$ cat src/rtl/touch_led_pkg.sv
// touch_led_pkg: shared types for the touch-key / LED array.
//   key_state_e : per-channel debounce FSM state (2-bit encoding)
//   led_mode_e  : per-channel LED behaviour selected by the mode input
//   is_held()   : true while a key counts as held (accepted press, release
//                 not yet confirmed)
package touch_led_pkg;

  typedef enum logic [1:0] {
    ST_IDLE      = 2'd0,
    ST_PRESS_CHK = 2'd1,
    ST_PRESSED   = 2'd2,
    ST_REL_CHK   = 2'd3
  } key_state_e;

  typedef enum logic {
    MODE_TOGGLE    = 1'b0,
    MODE_MOMENTARY = 1'b1
  } led_mode_e;

  // Untouched key level; the synchronizer resets to it so reset never
  // looks like a press.
  localparam logic KEY_RELEASED = 1'b1;

  function automatic logic is_held(key_state_e s);
    return (s == ST_PRESSED) || (s == ST_REL_CHK);
  endfunction

endpackage

$ cat src/rtl/touch_key_debounce.sv
// touch_key_debounce: one touch-key channel.
//   2-flop synchronizer -> 4-state debounce FSM with saturating counter.
//   Optional long-press detector when TOUCH_LONG_PRESS_EN is defined.
// Ports:
//   sys_clk, sys_rst : clock, synchronous active-high reset
//   key_in           : raw asynchronous key level, 0 = touched
//   press_pulse      : registered one-cycle accepted-press strobe
//   press_nxt        : value press_pulse takes on the coming edge
//   held_nxt         : coming-edge state is PRESSED or REL_CHK
//   long_nxt         : (TOUCH_LONG_PRESS_EN) coming edge completes a
//                      LONG_CYC-cycle PRESSED dwell
module touch_key_debounce
  import touch_led_pkg::*;
#(
  parameter int DEB_CYC = 1_000_000
`ifdef TOUCH_LONG_PRESS_EN
  , parameter int LONG_CYC = 50_000_000
`endif
) (
  input  logic sys_clk,
  input  logic sys_rst,
  input  logic key_in,
  output logic press_pulse,
  output logic press_nxt,
  output logic held_nxt
`ifdef TOUCH_LONG_PRESS_EN
  , output logic long_nxt
`endif
);

  localparam int CW = $clog2(DEB_CYC);
  localparam logic [CW-1:0] CNT_MAX = CW'(DEB_CYC - 1);

  logic          sync1_q, sync2_q;
  key_state_e    state_q, state_d;
  logic [CW-1:0] cnt_q, cnt_d;
  logic          pulse_q, pulse_d;

  always_comb begin
    state_d = state_q;
    pulse_d = 1'b0;
    case (state_q)
      ST_IDLE:      if (!sync2_q) state_d = ST_PRESS_CHK;
      ST_PRESS_CHK: begin
        if (sync2_q) begin
          state_d = ST_IDLE;
        end else if (cnt_q == CNT_MAX) begin
          state_d = ST_PRESSED;
          pulse_d = 1'b1;
        end
      end
      ST_PRESSED:   if (sync2_q) state_d = ST_REL_CHK;
      ST_REL_CHK: begin
        if (!sync2_q) begin
          state_d = ST_PRESSED;
        end else if (cnt_q == CNT_MAX) begin
          state_d = ST_IDLE;
        end
      end
      default:      state_d = ST_IDLE;
    endcase

    // Counter runs only while a check state persists; any transition
    // clears it, and it never passes CNT_MAX.
    cnt_d = cnt_q;
    if (state_d != state_q) begin
      cnt_d = '0;
    end else if (((state_q == ST_PRESS_CHK) || (state_q == ST_REL_CHK)) &&
                 (cnt_q != CNT_MAX)) begin
      cnt_d = cnt_q + 1'b1;
    end
  end

`ifdef TOUCH_LONG_PRESS_EN
  localparam int LW = $clog2(LONG_CYC + 1);
  localparam logic [LW-1:0] LONG_LAST = LW'(LONG_CYC - 1);
  localparam logic [LW-1:0] LONG_SAT  = LW'(LONG_CYC);

  logic [LW-1:0] long_cnt_q, long_cnt_d;
  logic          long_d;

  // Counts edges spent in PRESSED; saturating one past the firing value
  // keeps a single pulse per dwell.
  always_comb begin
    long_cnt_d = long_cnt_q;
    long_d     = 1'b0;
    if (state_q != ST_PRESSED) begin
      long_cnt_d = '0;
    end else if (long_cnt_q != LONG_SAT) begin
      long_cnt_d = long_cnt_q + 1'b1;
      long_d     = (long_cnt_q == LONG_LAST);
    end
  end

  assign long_nxt = long_d;
`endif

  always_ff @(posedge sys_clk) begin
    if (sys_rst) begin
      sync1_q    <= KEY_RELEASED;
      sync2_q    <= KEY_RELEASED;
      state_q    <= ST_IDLE;
      cnt_q      <= '0;
      pulse_q    <= 1'b0;
`ifdef TOUCH_LONG_PRESS_EN
      long_cnt_q <= '0;
`endif
    end else begin
      sync1_q    <= key_in;
      sync2_q    <= sync1_q;
      state_q    <= state_d;
      cnt_q      <= cnt_d;
      pulse_q    <= pulse_d;
`ifdef TOUCH_LONG_PRESS_EN
      long_cnt_q <= long_cnt_d;
`endif
    end
  end

  assign press_pulse = pulse_q;
  assign press_nxt   = pulse_d;
  assign held_nxt    = is_held(state_d);

endmodule

$ cat src/rtl/touch_led_array.sv
// touch_led_array: CH_NUM independent debounced touch keys driving LEDs.
//   Per channel, mode=0 toggles the LED on each accepted press; mode=1
//   lights it while the key is held.
// Optional feature macro: TOUCH_LONG_PRESS_EN adds LONG_CYC and long_press;
//   a long press pulses long_press[i] and switches off all toggle LEDs.
// Ports:
//   sys_clk, sys_rst : clock, synchronous active-high reset
//   touch_key        : raw key levels, 0 = touched
//   mode             : per-channel mode, 0 = toggle, 1 = momentary
//   led              : registered LED drive (polarity per LED_ACTIVE_LOW)
//   press_pulse      : one-cycle accepted-press strobe per channel
//   long_press       : (TOUCH_LONG_PRESS_EN) one-cycle long-press strobe
module touch_led_array
  import touch_led_pkg::*;
#(
  parameter int CH_NUM         = 4,
  parameter int DEB_CYC        = 1_000_000,
`ifdef TOUCH_LONG_PRESS_EN
  parameter int LONG_CYC       = 50_000_000,
`endif
  parameter int LED_ACTIVE_LOW = 1
) (
  input  logic              sys_clk,
  input  logic              sys_rst,
  input  logic [CH_NUM-1:0] touch_key,
  input  logic [CH_NUM-1:0] mode,
  output logic [CH_NUM-1:0] led,
  output logic [CH_NUM-1:0] press_pulse
`ifdef TOUCH_LONG_PRESS_EN
  , output logic [CH_NUM-1:0] long_press
`endif
);

  localparam logic LED_ON  = (LED_ACTIVE_LOW != 0) ? 1'b0 : 1'b1;
  localparam logic LED_OFF = ~LED_ON;

  logic [CH_NUM-1:0] press_nxt;
  logic [CH_NUM-1:0] held_nxt;
  logic [CH_NUM-1:0] led_q, led_d;
`ifdef TOUCH_LONG_PRESS_EN
  logic [CH_NUM-1:0] long_nxt;
  logic [CH_NUM-1:0] long_q;
`endif

  for (genvar g = 0; g < CH_NUM; g++) begin : g_ch
    touch_key_debounce #(
      .DEB_CYC  (DEB_CYC)
`ifdef TOUCH_LONG_PRESS_EN
      , .LONG_CYC (LONG_CYC)
`endif
    ) u_deb (
      .sys_clk     (sys_clk),
      .sys_rst     (sys_rst),
      .key_in      (touch_key[g]),
      .press_pulse (press_pulse[g]),
      .press_nxt   (press_nxt[g]),
      .held_nxt    (held_nxt[g])
`ifdef TOUCH_LONG_PRESS_EN
      , .long_nxt  (long_nxt[g])
`endif
    );
  end

  // LEDs follow next-state values so they change on the same edge as the
  // pulse / FSM state they reflect.
  always_comb begin
    led_d = led_q;
    for (int unsigned i = 0; i < CH_NUM; i++) begin
      if (mode[i] == MODE_MOMENTARY) begin
        led_d[i] = held_nxt[i] ? LED_ON : LED_OFF;
      end else begin
        if (press_nxt[i]) led_d[i] = ~led_q[i];
`ifdef TOUCH_LONG_PRESS_EN
        // Long-press clear overrides a coincident toggle.
        if (|long_nxt) led_d[i] = LED_OFF;
`endif
      end
    end
  end

  always_ff @(posedge sys_clk) begin
    if (sys_rst) begin
      led_q  <= {CH_NUM{LED_OFF}};
`ifdef TOUCH_LONG_PRESS_EN
      long_q <= '0;
`endif
    end else begin
      led_q  <= led_d;
`ifdef TOUCH_LONG_PRESS_EN
      long_q <= long_nxt;
`endif
    end
  end

  assign led = led_q;
`ifdef TOUCH_LONG_PRESS_EN
  assign long_press = long_q;
`endif

endmodule

$ cat config.mk
export PLATFORM = sky130hd
export DESIGN_NAME = touch_led_array
export DESIGN_NICKNAME = d
export VERILOG_FILES = /design/src/rtl/touch_led_pkg.sv /design/src/rtl/touch_key_debounce.sv /design/src/rtl/touch_led_array.sv
export SDC_FILE = /design/constraint.sdc
export NUM_CORES = 1
export LEC_CHECK = 0
export CAP_MARGIN = 20
export CORE_ASPECT_RATIO = 0.9
export CORE_MARGIN = 2
export CORE_UTILIZATION = 50
export CTS_CLUSTER_SIZE = 30
export DETAILED_ROUTE_END_ITERATION = 8
export PLACE_DENSITY = 0.75
export SLEW_MARGIN = 40
export SYNTH_ARGS = -nofsm -noshare
export SYNTH_HDL_FRONTEND = slang
export SYNTH_SLANG_ARGS = --single-unit
$ cat constraint.sdc
create_clock -name sys_clk -period 2 [get_ports sys_clk]
set_clock_uncertainty 0.05 [all_clocks]
set_input_delay 0.4 -clock sys_clk [delete_from_list [all_inputs] [get_ports sys_clk]]
set_output_delay 0.4 -clock sys_clk [all_outputs]
set_load 0.01 [all_outputs]
==> results of run 1 <==
==> critical path: stages (launching register included) <==
cell	delay (ns)
dfxtp_1	0.35
nor4b_1	0.34
nand4_1	0.14
buf_4	0.19
or4_4	0.50
mux2i_1	0.15
o21ai_0	0.08
==> power by group <==
| part | switching [mW] | internal (mW) |
|---|---|---|
| Sequential | 0.0103 | 2.08 |
| Clock | 0.764 | 0.608 |
| Combinational | 0.0743 | 0.0625 |
==> synthesized netlist by cell type (2+ instances only) <==
| cell | n |
|---|---|
| a22o_1 | 4 |
| xor2_1 | 41 |
| or2_2 | 12 |
| mux2i_1 | 5 |
| a21oi_1 | 19 |
| a41oi_1 | 2 |
| o31ai_1 | 4 |
| nor4_1 | 10 |
| and4_1 | 7 |
| a211oi_1 | 3 |
| o211ai_1 | 2 |
| nor4bb_1 | 4 |
| and3_1 | 13 |
| nor3_1 | 24 |
| o21ai_0 | 23 |
| nand3b_1 | 3 |
| nor4b_1 | 4 |
| nor4_2 | 2 |
| nor2_1 | 85 |
| nand3_1 | 39 |
| buf_4 | 6 |
| a21o_1 | 3 |
| dfxtp_1 | 104 |
| and2_1 | 6 |
| inv_1 | 15 |
| ha_1 | 4 |
| xnor2_1 | 19 |
| or3_1 | 7 |
| nand4_1 | 22 |
| nand2b_1 | 2 |
| nand2_1 | 40 |
| nor3b_1 | 3 |
| clkbuf_1 | 8 |
| buf_2 | 3 |
==> metal layers <==
metal  vias up  wire length [µm]  share of wire, %
met5         -                 0                 0
met4         0               104               1.0
met3        12               429               4.2
met2        91              4850                48
met1      1973              4760                47
li1       2136                 -                 -
==> flip-flops by register name (all words and copies together) (netlist names) <==
register / count
g_ch.u_deb.press_pulse: 4
g_ch.u_deb.sync1_q: 4
g_ch.u_deb.sync2_q: 4
led: 4
g_ch.u_deb.state_q: 8
g_ch.u_deb.cnt_q: 80
==> final cells by class <==
type                    count  area share (%)
flip-flops and latches    104            36.2
inverters                  15           0.978
multi-input cells         432            46.5
clock buffers               9            2.15
clock inverters             7            1.50
well taps                 126            2.74
repair buffers             69            9.96
==> final timing paths <==
check,from,end,cells after the start
worst max-delay path,g_ch[3].u_deb.cnt_q[13]$_SDFFE_PP0P_,led[3]$_SDFFE_PP1P_,6
worst min-delay path,g_ch[3].u_deb.sync1_q$_SDFF_PP1_,g_ch[3].u_deb.sync2_q$_SDFF_PP1_,1
worst max register to register,g_ch[3].u_deb.cnt_q[13]$_SDFFE_PP0P_,led[3]$_SDFFE_PP1P_,6
worst min register to register,g_ch[3].u_deb.sync1_q$_SDFF_PP1_,g_ch[3].u_deb.sync2_q$_SDFF_PP1_,1
==> repair_timing <==
item / 4_1_cts / 5_1_grt
gates resized for setup: 1 / 12
pin swaps: 0 / 3
endpoints found under the setup margin: 14 / 46
buffers inserted: 0 / 2
==> kinds of logic (layout without fill, tap and decap cells) <==
kind of cell / count (synthesis) / in the layout / share of synthesized area (%)
buffers and inverters: 32 / 100 / 3.02
AO/OA/AOI/OAI: 71 / 71 / 9.48
AND/OR/NAND/NOR: 291 / 291 / 31.4
adder cells (fa/ha/maj): 4 / 4 / 1.03
multiplexers: 6 / 6 / 1.27
flip-flops: 104 / 104 / 43.0
XOR/XNOR: 60 / 60 / 10.8
==> cell usage in the layout (no fill, tap or decap), drive strengths merged, types with 19 or more instances in the layout <==
| cell | instances |
|---|---|
| a21oi | 20 |
| buf | 52 |
| dfxtp | 104 |
| inv | 19 |
| nand2 | 40 |
| nand3 | 39 |
| nand4 | 23 |
| nor2 | 85 |
| nor3 | 24 |
| o21ai | 23 |
| xnor2 | 19 |
| xor2 | 41 |
==> flow_summary_export.csv, run 1 <==
group,metric,value,unit
grt,global_route.usage.met2,33.0,%
layout,syn_to_final_growth,18.8,%
setup_path,setup.worst_path.end_class,"flop",
die,initial_core_util,50.8,%
setup_path,critPathKind,"flop to flop",
clocking,cts_made_buffers,9,
timing,setup_tns,0,ns
layout,layout-drive-gt1-share,16.2,%
clocking,clkSlewWorstSetupHoldPaths,0.10,ns
synthesis,postSynthCellCount,568,
run_status,status,"completed",
timing,finalSetupViolations,0,
grt,grt_util_all_layers,20.3,%
synthesis,synthDominantAreaCellType,"dfxtp_1",
synthesis,yosys_warnings,0,
grt,global_route.peak_usage_layer,"met2",
layout,antenna_cells_inserted,0,
synthesis,post_synth.cell_area_avg,8.53,µm²
drt,post_dr_vias_cell,5.53,
drt,ant_nets,0,
layout,layout.area.seq,2080,µm²
layout,n_fill_cell,870,
grt,globalRouteMet3Util,3.96,%
timing,final_worst_setup_slack,0.0991,ns
die,die_x,108,µm
setup_path,cp_max_fo,7,
timing,max_slew.worst_pin.slew,0.612,ns
setup_path,crit_path_start_kind,"flop",
grt,grt_pass1_wl,17700,µm
drt,detail_route.wl_per_cell,13.3,µm
layout,finalCoreUtilization,60.4,%
clocking,cts_tree,"built",
drt,vias,4212,
grt,first_global_vias,3973,
synthesis,synth_enable_flop_cells,0,
timing,period_needed,1.90,ns
synthesis,proportion_of_synthesized_chip_area_in_sequential_cells,43.0,%
min_path,min_path_type,"flop to flop",
die,floorplan.core_area,9530,µm²
die,std_cell_rows,34,
timing,slew_violations,0,
timing,post-route-period-util,95.0,%
synthesis,post-synth-top-area-fraction,43.0,%
die,num_io_pins,18,
timing,holdWs,0.367,ns
layout,final_design_area_no_fill,5760,µm²
timing,timing.max_slew.rel_slack,58.8,%
setup_path,worst-endpoint-required,2.21,ns
pwr,power_leakage,2.08,nW
pwr,irDropWorstVdd,0.000442,V
clocking,clk_latency,0.36,ns
clocking,cts-htree-levels,3,
drt,drtPass1Iterations,5,
grt,largest_net_degree_at_the_start_of_global_routing,20,
placed_design,finalWeightedCongestion,0.853,
clocking,clock-sinks,104,
drt,detailed_route_wire_length,10100,µm
layout,multi_input_area,2680,µm²
placed_design,dpl_cell_area,5470,µm²
timing,fmax,526,MHz
layout,post_layout_nonfiller_instances,762,
synthesis,mappedNetlistNets,582,
clocking,cts_buffer_depth,2,
grt,groute.layer.met1.usage,27.3,%
clocking,clock-root-buffer,"clkbuf_8",
synthesis,syn_area,4840,µm²
synthesis,post_synth_main_area_contributors,"dfxtp_1, xor2_1, nor2_1",
clocking,holdBufCountCts,0,
placed_design,portBuffers,17,
grt,grt_antenna_before_repair,0,
synthesis,yosysUniqueCellTypes,54,
synthesis,synth-main-ff-cell,"dfxtp_1",
grt,grt-ovfl-total,0,
setup_path,timing.reg2reg.setup_slack,0.1,ns
setup_path,cp_data_arrival_time,2.11,ns
pwr,totalPowerFinal,3.60,mW
placed_design,dp.cells,744,
timing,number_of_hold_slack_violations_in_the_final_timing_report,0,
run,maxCapViolCount,0,
synthesis,postSynth.asyncResetShare,0,%
placed_design,preCtsSetupSlack,-0.103,ns
layout,finish.net_count,645,
placed_design,place_hpwl,7300,µm
die,floorplan.die.height,97.4,µm
die,die_area,10500,µm²
drt,drc,0,
drt,detailedRoute.firstIterationViolations,202,
synthesis,yosys_reg_bits,104,
pwr,power-per-cell-area,626,nW/µm²
(Power assumes the default switching activity.)
==> run 2: changes to the inputs <==
Settings changed: CORE_UTILIZATION 50 to 55, PLACE_DENSITY 0.75 to 0.81, RECOVER_POWER set to 100, SETUP_SLACK_MARGIN set to 0.3.
==> flow_summary_export.csv, run 2 (synthesized netlist as in run 1, its figures left out) <==
group,metric,value,unit
drt,drtPass1Iterations,5,
grt,globalRouteMet3Util,5.68,%
placed_design,finalWeightedCongestion,0.844,
pwr,clockPowerShare,37.0,%
timing,period_needed,1.89,ns
drt,detailed_route_wire_length,12900,µm
die,die_x,103,µm
drt,drc,0,
grt,largest_net_degree_at_the_start_of_global_routing,22,
pwr,power.sequential.fraction,57.8,%
drt,post_dr_vias_cell,5.94,
placed_design,portBuffers,17,
setup_path,crit_path_start_kind,"flop",
drt,vias,4518,
clocking,clock-root-buffer,"clkbuf_8",
layout,antenna_cells_inserted,0,
pwr,irDropWorstVdd,0.000388,V
timing,fmax,529,MHz
layout,n_fill_cell,562,
grt,global_route.peak_usage_layer,"met2",
clocking,holdBufCountCts,0,
setup_path,max_stage_delay,0.50,ns
grt,grt_util_all_layers,23.1,%
setup_path,cp_data_arrival_time,2.13,ns
timing,number_of_hold_slack_violations_in_the_final_timing_report,0,
setup_path,timing.reg2reg.setup_slack,0.11,ns
timing,slew_violations,0,
timing,timing.max_slew.rel_slack,32.9,%
placed_design,dp.cells,718,
layout,final_cell_mix,"dfxtp_1, nor2_1, buf_4, xor2_1, nand2_1",
clocking,cts-htree-levels,3,
setup_path,cp_max_fo,5,
drt,detail_route.wl_per_cell,16.9,µm
layout,finish.net_count,651,
die,die_area,9580,µm²
die,floorplan.die.height,93.0,µm
setup_path,timing.critical_path.cells,"nand4_1 -> nor3_1 -> nand4_1 -> xor2_1 -> nor2_4",
run,maxCapViolCount,0,
pwr,netSwitchingFraction,23.7,%
clocking,clk_latency,0.38,ns
setup_path,critPathMostFrequentCell,"nand4_1",
clocking,cts_made_buffers,9,
die,num_io_pins,18,
setup_path,cp_num_buf_inv,0,
grt,first_global_vias,3893,
pwr,totalPowerFinal,3.61,mW
layout,reg_top3,"g_ch.u_deb.cnt_q x80, g_ch.u_deb.state_q x8",
grt,grt_antenna_before_repair,0,
pwr,intPower,2.75,mW
die,floorplan.core_area,8570,µm²
clocking,cts_buffer_depth,2,
die,initial_core_util,56.5,%
grt,groute.layer.met1.usage,30.6,%
layout,registers.top_by_ff_count,"g_ch.u_deb.cnt_q",
clocking,clkSlewWorstSetupHoldPaths,0.11,ns
min_path,min_path_type,"flop to flop",
layout,finalCoreUtilization,73.8,%
layout,layout.area.seq,2140,µm²
setup_path,worst-endpoint-required,2.23,ns
pwr,power_leakage,2.21,nW
timing,final_worst_setup_slack,0.109,ns
run_status,status,"completed",
placed_design,place_hpwl,7170,µm
layout,multi_input_area,3140,µm²
timing,rsz0062_at_grt,"yes",
timing,finalSetupViolations,0,
layout,post_layout_nonfiller_instances,761,
timing,max_slew.worst_pin.slew,1.01,ns
grt,global_route.usage.met2,37.3,%
setup_path,setup.worst_path.end_class,"flop",
layout,syn_to_final_growth,30.6,%
grt,grt-ovfl-total,0,
setup_path,critPathKind,"flop to flop",
layout,mostFrequentLayoutCell,"dfxtp_1",
clocking,clock-sinks,104,
grt,grt_pass1_wl,17900,µm
layout,layout-drive-gt1-share,31.9,%
timing,post-route-period-util,94.6,%
setup_path,timing.critical_path.slowest_stage_cell,"nor3_1",
pwr,power-per-cell-area,570,nW/µm²
clocking,cts_tree,"built",
drt,detailedRoute.firstIterationViolations,266,
pwr,comb_power_share,5.2,%
layout,largest_register_ffs,80,
die,std_cell_rows,32,
pwr,switchingPower,0.855,mW
drt,ant_nets,0,
setup_path,critical_path.top_delay_family,"simple AND/OR/NAND/NOR gates",
placed_design,preCtsSetupSlack,0.0176,ns
run 2: cell types whose count changed in the layout (fill, tap and decap cells not counted), moves of 9 or more:
cell,previous run,this run
dfxtp_1,103,69
dfxtp_2,1,28
nor2_1,84,61
nor2_2,0,14
nor2_4,1,10
run 2: metrics by stage:
step	setup TNS [ns]	hold slack [ns]	cell area, µm²
floorplan	0	0.339	4900
global placement	0	0.346	5360
detailed placement	0	0.354	5360
CTS	0	0.364	5770
global route	-0.0142	0.385	6330
finish	0	0.385	6330
run 2: worst paths after layout:
path / startpoint / to / cells after the start
worst max-delay path: g_ch[2].u_deb.cnt_q[8]$_SDFFE_PP0P_ / g_ch[2].u_deb.cnt_q[18]$_SDFFE_PP0P_ / 5
worst min-delay path: g_ch[1].u_deb.sync1_q$_SDFF_PP1_ / g_ch[1].u_deb.sync2_q$_SDFF_PP1_ / 1
worst max register to register: g_ch[2].u_deb.cnt_q[8]$_SDFFE_PP0P_ / g_ch[2].u_deb.cnt_q[18]$_SDFFE_PP0P_ / 5
worst min register to register: g_ch[1].u_deb.sync1_q$_SDFF_PP1_ / g_ch[1].u_deb.sync2_q$_SDFF_PP1_ / 1
run 2: area by class of cell:
| type | instances | share of cell area (%) |
|---|---|---|
| multi-input combinational | 433 | 49.6 |
| sequential | 104 | 33.9 |
| timing repair buffer | 74 | 10.2 |
| tap | 119 | 2.35 |
| clock buffer | 11 | 2.08 |
| clock inverter | 5 | 1.03 |
| inverter | 15 | 0.890 |
run 2: worst reg2reg max path, stage by stage, from the launching register on:
cell and delay, ns:
dfxtp_1 0.49, nand4_1 0.24, nor3_1 0.50, nand4_1 0.21
xor2_1 0.26, nor2_4 0.05
run 2: power groups by stage:
stage	registers (mW)	clock network [mW]	logic (mW)
after floorplan	2.14	0	0.0826
after global placement	2.14	0	0.133
after detailed placement	2.14	0	0.137
after CTS	2.09	1.35	0.143
after global routing	2.09	1.43	0.198
final	2.08	1.33	0.186
run 2: metal layers:
| metal | part of all wire [%] | routed length (µm) |
|---|---|---|
| met1 | 41 | 5240 |
| met2 | 51 | 6530 |
| met3 | 6.3 | 812 |
| met4 | 2.4 | 313 |
| met5 | 0 | 0 |
run 2: timing repair:
item,CTS,global route
gates resized for setup,38,120
cloned,1,3
endpoints found under the setup margin,67,88
buffers inserted,10,13
pin swaps,12,34
